### config.mk
export PLATFORM = sky130hd
export DESIGN_NAME = spi_stp
export DESIGN_NICKNAME = d
export VERILOG_FILES = /design/src/rtl/spi_stp.sv
export SDC_FILE = /design/constraint.sdc
export NUM_CORES = 1
export LEC_CHECK = 0
export ABC_AREA = 1
export CAP_MARGIN = 20
export CORE_ASPECT_RATIO = 0.6
export CORE_MARGIN = 2
export CORE_UTILIZATION = 57
export CTS_BUF_LIST = sky130_fd_sc_hd__clkbuf_4 sky130_fd_sc_hd__clkbuf_8
export DETAILED_ROUTE_END_ITERATION = 10
export PLACE_DENSITY = 0.85
export SETUP_SLACK_MARGIN = 0.02
export SLEW_MARGIN = 10
export SYNTH_ARGS = -nofsm -noshare
export SYNTH_HDL_FRONTEND = slang
export SYNTH_SLANG_ARGS = --single-unit
### constraint.sdc
create_clock -name clk -period 3.05 [get_ports clk]
set_input_delay 0.915 -clock clk [delete_from_list [all_inputs] [get_ports clk]]
set_output_delay 0.915 -clock clk [all_outputs]
set_load 0.01 [all_outputs]
### src/rtl/spi_stp.sv
// SPI ADC frame controller: drives CS/strobes to an upstream channel shifter and captures serial results.
// Optional channel auto-scan is enabled by defining SPI_STP_AUTOSCAN_EN.
module spi_stp #(
  parameter int unsigned DATA_WIDTH = 12,
  parameter int unsigned FRAME_BITS = 16,
  parameter int unsigned NUM_CHAN   = 8
) (
  input  logic                  clk,
  input  logic                  n_rst,
  input  logic                  start,
  input  logic [5:0]            chansel_in,
  input  logic                  din,
  input  logic                  sample_ready,
  input  logic                  clr_overrun,
`ifdef SPI_STP_AUTOSCAN_EN
  input  logic                  auto_scan,
`endif
  output logic                  cs_n,
  output logic                  chan_en,
  output logic                  pts_en,
  output logic [5:0]            chansel,
  output logic [DATA_WIDTH-1:0] sample,
  output logic [5:0]            sample_chan,
  output logic                  sample_valid,
  output logic                  busy,
  output logic                  overrun
);

  localparam int unsigned CHAN_W = 6;
  localparam int unsigned CNT_W  = (FRAME_BITS > 1) ? $clog2(FRAME_BITS) : 1;
  localparam int unsigned SKIP   = FRAME_BITS - DATA_WIDTH;

  typedef enum logic [1:0] {IDLE, LOAD, SHIFT, DONE} state_t;

  state_t                state_q, state_d;
  logic [CNT_W-1:0]      cnt_q, cnt_d;
  logic [DATA_WIDTH-1:0] rx_q, rx_d;
  logic [CHAN_W-1:0]     chansel_q, chansel_d;
  logic [DATA_WIDTH-1:0] sample_q, sample_d;
  logic [CHAN_W-1:0]     sample_chan_q, sample_chan_d;
  logic                  valid_q, valid_d;
  logic                  overrun_q, overrun_d;
  logic                  cs_n_q, cs_n_d;
  logic                  chan_en_q, chan_en_d;
  logic                  pts_en_q, pts_en_d;
  logic                  busy_q, busy_d;

  // State and output registers; reset abandons any partial frame.
  always_ff @(posedge clk or negedge n_rst) begin
    if (!n_rst) begin
      state_q       <= IDLE;
      cnt_q         <= '0;
      rx_q          <= '0;
      chansel_q     <= '0;
      sample_q      <= '0;
      sample_chan_q <= '0;
      valid_q       <= 1'b0;
      overrun_q     <= 1'b0;
      cs_n_q        <= 1'b1;
      chan_en_q     <= 1'b0;
      pts_en_q      <= 1'b0;
      busy_q        <= 1'b0;
    end else begin
      state_q       <= state_d;
      cnt_q         <= cnt_d;
      rx_q          <= rx_d;
      chansel_q     <= chansel_d;
      sample_q      <= sample_d;
      sample_chan_q <= sample_chan_d;
      valid_q       <= valid_d;
      overrun_q     <= overrun_d;
      cs_n_q        <= cs_n_d;
      chan_en_q     <= chan_en_d;
      pts_en_q      <= pts_en_d;
      busy_q        <= busy_d;
    end
  end

  // Next-state logic; strobe outputs are decoded from the next state so they align with it.
  always_comb begin
    state_d       = state_q;
    cnt_d         = cnt_q;
    rx_d          = rx_q;
    chansel_d     = chansel_q;
    sample_d      = sample_q;
    sample_chan_d = sample_chan_q;
    valid_d       = valid_q;
    overrun_d     = overrun_q;

    if (valid_q && sample_ready) valid_d = 1'b0;
    if (clr_overrun)             overrun_d = 1'b0;

    case (state_q)
      IDLE: begin
        if (start) begin
          chansel_d = chansel_in;
          state_d   = LOAD;
        end
`ifdef SPI_STP_AUTOSCAN_EN
        else if (auto_scan) begin
          chansel_d = (chansel_q == CHAN_W'(NUM_CHAN - 1)) ? '0 : chansel_q + CHAN_W'(1);
          state_d   = LOAD;
        end
`endif
      end
      LOAD: begin
        cnt_d   = '0;
        rx_d    = '0;
        state_d = SHIFT;
      end
      SHIFT: begin
        // Leading pad bits are dropped; kept bits enter at the LSB so the first lands at the MSB.
        if (32'(cnt_q) >= SKIP) rx_d = {rx_q[DATA_WIDTH-2:0], din};
        if (cnt_q == CNT_W'(FRAME_BITS - 1)) state_d = DONE;
        else                                 cnt_d   = cnt_q + CNT_W'(1);
      end
      DONE: begin
        sample_d      = rx_q;
        sample_chan_d = chansel_q;
        valid_d       = 1'b1;
        if (valid_q && !sample_ready) overrun_d = 1'b1;
        state_d       = IDLE;
      end
      default: state_d = IDLE;
    endcase

    cs_n_d    = !((state_d == LOAD) || (state_d == SHIFT));
    chan_en_d = (state_d == LOAD);
    pts_en_d  = (state_d == SHIFT);
    busy_d    = (state_d != IDLE);
  end

  assign cs_n         = cs_n_q;
  assign chan_en      = chan_en_q;
  assign pts_en       = pts_en_q;
  assign chansel      = chansel_q;
  assign sample       = sample_q;
  assign sample_chan  = sample_chan_q;
  assign sample_valid = valid_q;
  assign busy         = busy_q;
  assign overrun      = overrun_q;

endmodule
Yosys cells after proc, flatten, opt, wreduce, memory -nomap -nowiden:

Index checks and enable logic that the tools add are counted.
W data, S select, Z words.

* bits in registers: 48
* latch bits: 0
* RAM bits: 0
* memory bits (read-only): 0
* input bits: 12
* output and inout bits: 30
* word-level logic and storage cells: 46
* memories kept: 0

* add/sub/neg operators: 1
* multipliers: 0
* divide/modulo/power cells: 0
* magnitude comparators: 1
* equal/unequal tests: 8
* shift operators: 0
* muxes and demuxes: 12
* bitwise operators: 0
* reduce and logical (&&, ||, !) cells: 12

Operators with widths (number)
* $pmux W12 S2: 1
* $mux W12: 1
* $pmux W2 S4: 1
* $pmux W4 S2: 1
* $eq A2 B2 Y1 const B: 3
* $reduce_and A2 Y1: 3
* $reduce_bool A2 Y1: 3
* $mux W1: 5
* $add A4 B1 Y4 const B: 1
* $eq A2 B1 Y1 const B: 2
* $eq A4 B4 Y1 const B: 1
* $ge A4 B3 Y1 const B: 1
* $mux W2: 2
* $mux W4: 1
* $ne A2 B2 Y1 const B: 2
* $logic_and A1 B1 Y1: 2
* $logic_not A1 Y1: 2
* $logic_not A2 Y1: 1
* $logic_or A1 B1 Y1: 1

Logic depth before layout (Yosys ltp):

Gate-level depths: netlist (run 1).

* depth after elaboration: 6
* gate-level depth with buffers: 9
* mapped depth without buffers: 9

Worst setup path after synthesis (run 1):

OpenSTA, ideal clock, no wires.

* path kind: input to register
* start point: input port start
* end point: register cs_n_q, in the netlist cs_n
* setup time: 0.058 ns
* data arrival time: 1.636 ns
* data required time: 2.992 ns
* slack: 1.356 ns
* cell stages on the path: 6
* path buffers: 1
* path through: buf_2 -> o21ai_0 -> nand2_1 -> inv_1 -> ha_1 -> inv_1

* cells in the longest elaborated chain, start to end: 5
* elaborated cells between the ends (all ways): 6
* those cells by class: eq/ne (2); mux (2); reduce/logical (2)

Ends and longest elaborated chain
* from (decl): RTL line 10 `input logic start,`
* $mux W2 (*): RTL line 95 `if (start) begin`
* $pmux W2 S4 (*): RTL line 93 `case (state_q)`
* net state_d[0]: RTL line 35 `state_t state_q, state_d;`
* $eq A2 B1 Y1 or $eq A2 B2 Y1 (tied branches): RTL line 127 `cs_n_d = !((state_d == LOAD) || (state_d == SHIFT));`
* $logic_or A1 B1 Y1 (*): RTL line 127
* $logic_not A1 Y1 (*): RTL line 127
* net cs_n_d: RTL line 43 `logic cs_n_q, cs_n_d;`
* to (signal assigned): RTL line 72 `cs_n_q <= cs_n_d;`
* to (decl): RTL line 43

Mark *: on every way through the listed nets, which the timed path passes. The rest lies on a longest branch.
A chain may end at the register's enable or synchronous reset.

Worst setup path after layout (run 1):

* start point: register cs_n_q, in the netlist cs_n
* end point: output port cs_n

RTL lines
* to (decl): RTL line 18 `output logic cs_n,`

No word-level cell between the ends.

==> flow_summary.yaml, run 1 <==
synthesis:
  ys_seq_elements: 48
  ys.flop_type: "dfrtp_1"
  async_reset_ff_frac: 1.000
  synth.distinct_cells: 21
  yosysMostFrequentCell: "nand2_1"
  synthesis.nets: 226
  synth-edff-count: 0
  synth_area_um2: 2068
  synth_top_area_cell: "dfrtp_1"
  yosysSeqAreaShare: 0.5814
  synth_area_leaders: "dfrtp_1, nand2_1, ha_1"
  syn_inst: 205
  synth_area_per_cell_um2: 10.09
  synth_common_cells: "nand2_1, dfrtp_1, inv_1, nand3_1, o21ai_0"
  synth_top_area_frac: 0.5687
  yosys_warnings: 0
sta:
  clock_skew_ns: 0.006824
  final.period_utilization: 0.7421
  setup_viol_count_final: 0
  hold_viol_final: 0
  report.final.slew_viol_count: 0
  grt_setup_unrepaired: "false"
  setup_tns_ns: 0
  fmax_mhz: 441.8
  relSlewSlack: 0.4383
  tightest_slew_ns: 0.8416
  period_minus_slack_ns: 2.263
floorplanning:
  dieArea_um2: 4142
  num_io_pins: 42
  die_y_um: 50.66
  rows: 16
  die_w_um: 81.77
  coreArea_um2: 3363
  start_util: 0.6150
clocking:
  htreeDepth: 2
  cts_made_buffers: 5
  clockBufferDepth: 2
  clk_latency_ns: 0.30
  clkTransAtPathRegs_ns: 0.08
  root_buffer: "clkbuf_8"
  cts.sinks: 48
  cts_tree: "built"
  cts_resized: 0
  post-cts-setup-buffers: 0
  ctsHoldBuffers: 0
drt:
  drc: 0
  wl_per_cell_um: 12.91
  vias: 1452
  drtAntennaViolNets: 0
  routed_wl_um: 3771
  dr.pass1.iters: 4
  routed_via_density: 4.973
  drt_iter0_markers: 56
power_and_ir_drop:
  p_per_area_nw_per_um2: 991.7
  intPower_mw: 1.581
  p_seq_frac: 0.420
  power.total_mw: 2.546
  switching_power_mw: 0.9648
  leakage_nw: 1.232
  vdd_drop_max_mv: 0.5588
  clock_power_share: 0.158
  switching_share: 0.3789
  p_comb_frac: 0.422
global_routing:
  first_global_vias: 1449
  gr-usage-all-layers: 0.2089
  grt_max_degree: 49
  grt_antenna_before_repair: 0
  grt_pass1_wl_um: 6417
  overflow: 0
setup_path:
  crit_path_top_delay_cell: "clkdlybuf4s50_1"
  cpPeakStageDelay_ns: 0.53
  worstSetupPathType: "reg2out"
  crit_buf_inv: 1
  startpoint_type: "flop"
  critPathTopFamily: "buffers and inverters"
  ff2ff_setup_slack_ns: 1.28
  reg2reg_from: "state_q[0]"
  cp-end-kind: "primary output"
  ff2ff_path_depth: 3
  path_max_fanout: 1
  r2r_end: "sample[7]"
  crit_required_ns: 2.13
  worstPathCellList: "clkdlybuf4s50_1"
  cp_data_arrival_time_ns: 1.35
worst_hold_path:
  hold_start: "sample_chan[0]"
  min_to: "sample_chan[0]"
  min_path_type: "reg2reg"
  holdPathStages: 2
finish:
  layout.nets: 267
  diodes: 0
  drive_above_1_share: 0.1296
  area_growth_pct: 24.14
place:
  io_buffer_count: 41
  place_hpwl_um: 2597
  gp_routability_congestion: 0.7852
status:
  status: "completed"
flow_run:
  maxCapViolations: 0
[cells by family (layout without fill, tap and decap cells)]
family / count (synthesis) / in the layout / synth area share
and+or+nand+nor: 87 / 87 / 0.1978
DFF: 48 / 48 / 0.5814
buffers and inverters: 33 / 75 / 0.07804
AOI/OAI and AO/OA: 28 / 28 / 0.08833
adders and majority gates: 9 / 9 / 0.05445
[flip-flops by register name, summed over array words and instances (netlist names), 2 cells and up]
| register | count |
|---|---|
| rx_q | 12 |
| sample | 12 |
| chansel | 6 |
| sample_chan | 6 |
| cnt_q | 4 |
| state_q | 2 |
[power groups by stage]
| stage | Combinational, mW | Clock [mW] | Sequential [mW] |
|---|---|---|---|
| floorplan | 0.604 | 0 | 1.12 |
| global placement | 1.04 | 0 | 1.07 |
| detailed placement | 1.08 | 0 | 1.07 |
| CTS | 1.09 | 0.415 | 1.07 |
| global route | 1.20 | 0.439 | 1.10 |
| finish | 1.08 | 0.402 | 1.07 |
[metrics by stage]
step	hold WS, ns	setup slack [ns]	std cells	cell area, um^2	utilization
after floorplan	0.4689	1.356	205	2068	-
after global placement	0.4541	0.8153	284	2470	0.7344
after detailed placement	0.4624	0.7820	284	2470	0.7344
after CTS	0.4831	0.7698	292	2567	0.7634
after global routing	0.5084	0.7563	292	2567	0.7634
final	0.4814	0.7865	292	2567	0.7634
[metal layers]
layer	vias up	global-route usage	routed length, um
li1	723	-	-
met1	683	0.2959	1953
met2	39	0.3076	1549
met3	7	0.06295	219
met4	0	0.07222	48
met5	-	0	0
[cells in the final DEF (no fill, tap or decap), types with 2 or more instances in the layout]
cell | synthesis | final
dfrtp_1 | 47 | 47
nand2_1 | 59 | 59
clkbuf_8 | 0 | 6
o21ai_2 | 8 | 8
nand3_1 | 16 | 16
inv_2 | 2 | 2
clkdlybuf4s50_1 | 0 | 40
clkbuf_4 | 0 | 2
nand3_2 | 8 | 8
ha_1 | 9 | 9
o21ai_0 | 13 | 13
inv_1 | 23 | 23
o21ai_1 | 4 | 4
[area by class of cell]
cell class / count / area [um^2]
Multi-Input combinational cell: 124 / 704.4
Fill cell: 231 / 795.8
Clock buffer: 8 / 97.59
Timing Repair Buffer: 42 / 412.9
Tap cell: 45 / 56.30
Sequential cell: 48 / 1202
Inverter: 25 / 93.84
[worst max path at each step]
stage,start,to,slack [ns],depth (start not counted)
finish,cs_n,cs_n,0.79,1
global route,cs_n,cs_n,0.76,1
CTS,cs_n,cs_n,0.77,1
detailed placement,start,cs_n,0.78,6
global placement,start,cs_n,0.82,6
floorplan,start,cs_n,1.36,6
(Power assumes the default switching activity.)
==> run 2: changes to the inputs <==
- CORE_UTILIZATION: 57 -> 48
- PLACE_DENSITY: 0.85 -> 0.76
- clock period: 3.05 -> 1.98 ns (I/O delays scaled with it)
==> flow_summary.yaml, run 2 (synthesized netlist as in run 1, its figures left out) <==
finish:
  fill_cells: 347
  mostFrequentLayoutCells: "nand2_1, dfrtp_1, clkdlybuf4s50_1"
  final_util: 0.6366
  final_cell_area_um2: 2624
  drive_above_1_share: 0.1400
  area_growth_pct: 26.86
  layout.nets: 270
  mostFrequentLayoutCell: "nand2_1"
  diodes: 0
setup_path:
  ff2ff_setup_slack_ns: 0.33
  worstSetupPathType: "reg2out"
  crit_path_top_delay_cell: "clkdlybuf4s50_1"
  crit_buf_inv: 1
  startpoint_type: "flop"
  critPathTopFamily: "buffers and inverters"
  cpPeakStageDelay_ns: 0.55
  worstPathCellList: "clkdlybuf4s50_1"
  path_max_fanout: 3
  crit_required_ns: 1.39
  cp_data_arrival_time_ns: 1.24
  cp-end-kind: "primary output"
clocking:
  clockBufferDepth: 2
  htreeDepth: 2
  root_buffer: "clkbuf_8"
  ctsHoldBuffers: 0
  clk_latency_ns: 0.29
  cts_made_buffers: 5
  post-cts-setup-buffers: 0
  cts_tree: "built"
  cts.sinks: 48
  clkTransAtPathRegs_ns: 0.09
place:
  dp_slack_ns: 0.2476
  io_buffer_count: 41
  dpl_cell_area_um2: 2524
  place_hpwl_um: 2671
  gp_routability_congestion: 0.7757
global_routing:
  grt_max_degree: 49
  gr-usage-all-layers: 0.1758
  first_global_vias: 1338
  grt_pass1_wl_um: 6368
  grt_antenna_before_repair: 0
  overflow: 0
floorplanning:
  coreArea_um2: 4121
  start_util: 0.5018
  die_w_um: 88.74
  num_io_pins: 42
  die_y_um: 54.85
  rows: 18
  dieArea_um2: 4867
drt:
  routed_wl_um: 3634
  drc: 0
  drtAntennaViolNets: 0
  wl_per_cell_um: 11.72
  wl_met2_um: 1428
  dr.pass1.iters: 4
  wl_met3_um: 162
  wl_met1_um: 2030
  vias: 1437
  drt_iter0_markers: 81
  topRoutingLayerUsed: "met4"
  routed_via_density: 4.635
sta:
  hold_viol_final: 0
  clock_skew_ns: 0.009467
  grt_setup_unrepaired: "false"
  tightest_slew_ns: 0.7422
  setup_tns_ns: 0
  relSlewSlack: 0.5033
  fmax_mhz: 544.9
  period_minus_slack_ns: 1.835
  final.period_utilization: 0.9269
  setup_viol_count_final: 0
  setup_slack_ns: 0.1447
  report.final.slew_viol_count: 0
power_and_ir_drop:
  leakage_nw: 1.255
  p_per_area_nw_per_um2: 1490
  vdd_drop_max_mv: 0.6941
flow_run:
  maxCapViolations: 0
worst_hold_path:
  min_path_type: "in2async"
status:
  status: "completed"
run 2: changes by cell type in the layout (fill, tap and decap cells not counted):
cell | before | now
buf_12 | 0 | 1
buf_4 | 1 | 3
clkbuf_4 | 2 | 1
clkdlybuf4s50_1 | 40 | 39
clkinvlp_4 | 0 | 1
dlymetal6s2s_1 | 0 | 1
run 2: power by group:
group	total [mW]	switching, mW	internal [mW]	leakage (nW)
Combinational	1.67	0.902	0.764	0.577
Clock	0.603	0.306	0.298	0.0479
Sequential	1.64	0.260	1.38	0.629
Total	3.91	1.47	2.44	1.25
run 2: what timing repair did:
item,4_1_cts,5_1_grt
endpoints found under the hold margin,0,0
resized for setup,0,1
endpoints found under the setup margin,0,1
run 2: worst paths after layout:
| path | from | to | depth (start not counted) |
|---|---|---|---|
| max | chansel[1] | chansel[1] | 1 |
| min | n_rst | sample[2] | 2 |
| max reg2reg | state_q[0] | cs_n | 9 |
| min reg2reg | sample_chan[4] | sample_chan[4] | 2 |
| max in group asynchronous | n_rst | cs_n | 2 |
| min in group clk | sample_chan[4] | sample_chan[4] | 2 |
run 2: area by class of cell:
class / count / area (um^2) / area share
tap: 60 / 75.07 / 0.02861
multi-input combinational: 124 / 704.4 / 0.2685
timing repair buffer: 45 / 450.4 / 0.1717
inverter: 25 / 93.84 / 0.03577
clock inverter: 1 / 7.507 / 0.002861
clock buffer: 7 / 90.09 / 0.03433
sequential: 48 / 1202 / 0.4583
run 2: routing by layer:
layer	GRT usage	vias up
li1	-	739
met1	0.2732	665
met2	0.2463	31
met3	0.04827	2
met4	0.03030	0
met5	0	-
run 2: through the flow:
stage	hold slack (ns)	instances	total power [mW]
6_report	0.2630	310	3.909
5_1_grt	0.2869	310	4.232
4_1_cts	0.2795	310	3.957
3_5_place_dp	0.4601	302	3.341
3_3_place_gp	0.4564	302	3.288
2_1_floorplan	0.2984	205	2.659
==> run 3: changes to the inputs <==
- GPL_ROUTABILITY_DRIVEN: not set -> 0
==> results of run 3 <==
Final layout, timing and power as in run 2 (identical DEF).
==> variant, RTL diff (config.mk and constraints of run 3) <==
The 4 states of `state_t` get a Gray code encoding in 2 bits.
--- a/src/rtl/spi_stp.sv
+++ b/src/rtl/spi_stp.sv
@@ -31,5 +31,5 @@
   localparam int unsigned SKIP   = FRAME_BITS - DATA_WIDTH;
 
-  typedef enum logic [1:0] {IDLE, LOAD, SHIFT, DONE} state_t;
+  typedef enum logic [1:0] {IDLE = 2'b00, LOAD = 2'b01, SHIFT = 2'b11, DONE = 2'b10} state_t;
 
   state_t                state_q, state_d;
Function: same outputs for any inputs over 10 cycles, from zero or initial values and one cycle with n_rst low; not proved beyond that.
==> variant against run 3 <==
Synthesized area decreased by 12%; die area decreased by 11%; hold slack improved by 0.036 ns; power decreased by 21%; first-iteration DRC count decreased by 40%; worst setup slack got worse by 0.080 ns; critical endpoint is now cs_n; non-clock buffer count decreased by 1; wire length decreased by 8.0%; combinational power decreased by 34%; final area decreased by 10%; largest cell class unchanged; clock power about the same; sequential cell count unchanged; sequential power decreased by 15%.
==> variant: results (changes against run 3) <==
Outcome
  • Status: completed

Clocking
  • CTS Root Buffer Type: clkbuf_8
  • Cells resized by post-CTS repair: 0 (unchanged)
  • Clock H-tree levels: 2 (unchanged)
  • Post-CTS setup buffers: 0 (unchanged)
  • Num CTS Buffers: 5 (unchanged)
  • Clock-pin slew on the worst setup and hold paths: 0.08 ns
  • Worst skew pair latency: 0.29 ns (about the same)
  • Maximum clock insertion buffer count: 2 (unchanged)

Hold path
  • Hold crit path type: input pin to asynchronous set/reset pin

Yosys
  • Proportion of synthesized chip area in sequential cells: 66.00% (+7.9 points)
  • Post-synthesis net count: 190 (-16%)
  • Cell variety after synth: 21 (unchanged)
  • Most instantiated flip-flop cell in the synthesis netlist: dfrtp_1
  • Top cells by instance count after synthesis: dfrtp_1, nand2_1, inv_1
  • Yosys warning count: 0 (unchanged)
  • Share of flip-flops with an asynchronous set or reset: 100.0% (unchanged)
  • Cell types occupying the most area after synthesis: dfrtp_1, nand2_1, o21ai_0, inv_1, o22ai_1

Worst setup path
  • R2R setup slack: 0.46 ns (+0.13 ns)
  • Maximum net fanout on the critical path: 1 (-2)
  • Worst Reg-to-Reg Cells: 3 (-6)
  • Dominant delay contributor by cell family on the critical path: flip-flops
  • R2r startpoint: cnt_q[2]
  • Standard cell with the maximum stage delay on the critical path: dfstp_2
  • Signal arrival time at the worst endpoint: 1.32 ns (+0.08 ns)
  • Stage delay of the slowest cell on the critical path: 0.52 ns (-0.03 ns)
  • Reg-to-Reg End: rx_q[10]

Global routing
  • Via count of the first global-routing pass: 1307 (-2.3%)
  • Total track usage: 17.65% (+0.073 points)
  • Maximum number of pins on one net before global-route repair: 28 (-43%)
  • Number of antenna violations at the first check in global routing: 0 (unchanged)
  • Global-route wire length before repair: 5.899 mm (-7.4%)

Drt
  • Length of the first detailed-routing pass in iterations: 4 (unchanged)
  • Via/cell ratio: 4.836 (+4.3%)
  • Initial DRC count: 49 (-40%)
  • Wire length reported by the detailed router: 3.342 mm (-8.0%)

Timing
  • Worst max-slew margin expressed relative to the limit: 60.96% (+11 points)
  • Fin Clk Skew: 0.001994 ns (-0.007472 ns)

Place
  • Port buffer count: 41 (unchanged)
  • Pre-CTS worst setup slack: 0.3032 ns (+0.05553 ns)
  • Placed wire-length estimate: 2.384 mm (-11%)
  • Placement Cell Area: 2258 sq um (-11%)

Cells and area
  • Filler instances: 278 (-20%)
  • Count of inserted antenna diode cells: 0 (unchanged)
  • Fraction of final layout cells sized beyond drive strength 1: 7.692% (-6.3 points)
  • Layout net count: 233 (-14%)

Power and ir drop
  • Static leakage power: 1.088 nW (-13%)
  • Worst IR Drop VDD: 0.6859 mV (-1.2%)

Floorplan
  • Area of the core: 3659 sq um (-11%)
variant: kinds of logic (layout without fill, tap and decap cells):
| group | after synthesis | count (layout) | share of synthesized area (%) |
|---|---|---|---|
| buffers and inverters | 37 | 81 | 9.409 |
| XOR/XNOR | 1 | 1 | 0.4809 |
| AND/OR/NAND/NOR | 47 | 47 | 10.16 |
| AO/OA/AOI/OAI | 43 | 43 | 13.26 |
| flip-flops | 48 | 48 | 66.00 |
| adder cells (fa/ha/maj) | 1 | 1 | 0.6867 |
variant: area by class of cell:
cell class	count	area, sq um	share of cell area [%]
clock buffers	8	97.59	4.142
inverters	29	108.9	4.620
well taps	47	58.81	2.496
flip-flops and latches	48	1202	51.04
multi-input cells	92	447.9	19.01
repair buffers	44	440.4	18.69
variant: metrics by stage:
step	util [%]	hold WS [ns]	cells	power (mW)
3_3_place_gp	61.73	0.4544	260	2.489
6_report	64.40	0.2992	268	3.100
5_1_grt	64.40	0.3359	268	3.334
3_5_place_dp	61.73	0.4704	260	2.516
4_1_cts	64.40	0.3108	268	3.123
2_1_floorplan	-	0.2984	177	2.029
variant: how the worst max path moves through the flow:
| stage | from | end | slack, ns | cells past startpoint |
|---|---|---|---|---|
| 3_3_place_gp | start | chansel[2] | 0.36 | 4 |
| 2_1_floorplan | cs_n | cs_n | 0.87 | 0 |
| 4_1_cts | cs_n | cs_n | 0.05 | 1 |
| 6_report | cs_n | cs_n | 0.06 | 1 |
| 5_1_grt | cs_n | cs_n | 0.03 | 1 |
| 3_5_place_dp | start | chansel[4] | 0.30 | 4 |
variant: routing by layer:
metal  vias up  wire length (microns)  track usage, %
li1        645                      -               -
met1       611                   1692           25.16
met2        40                   1390           26.75
met3         0                    259           6.349
met4         0                      0           3.226
met5         -                      0               0
variant: where the power goes:
group	switching [mW]	internal, mW
logic	0.588	0.518
clock network	0.292	0.312
registers	0.163	1.23
total	1.04	2.06
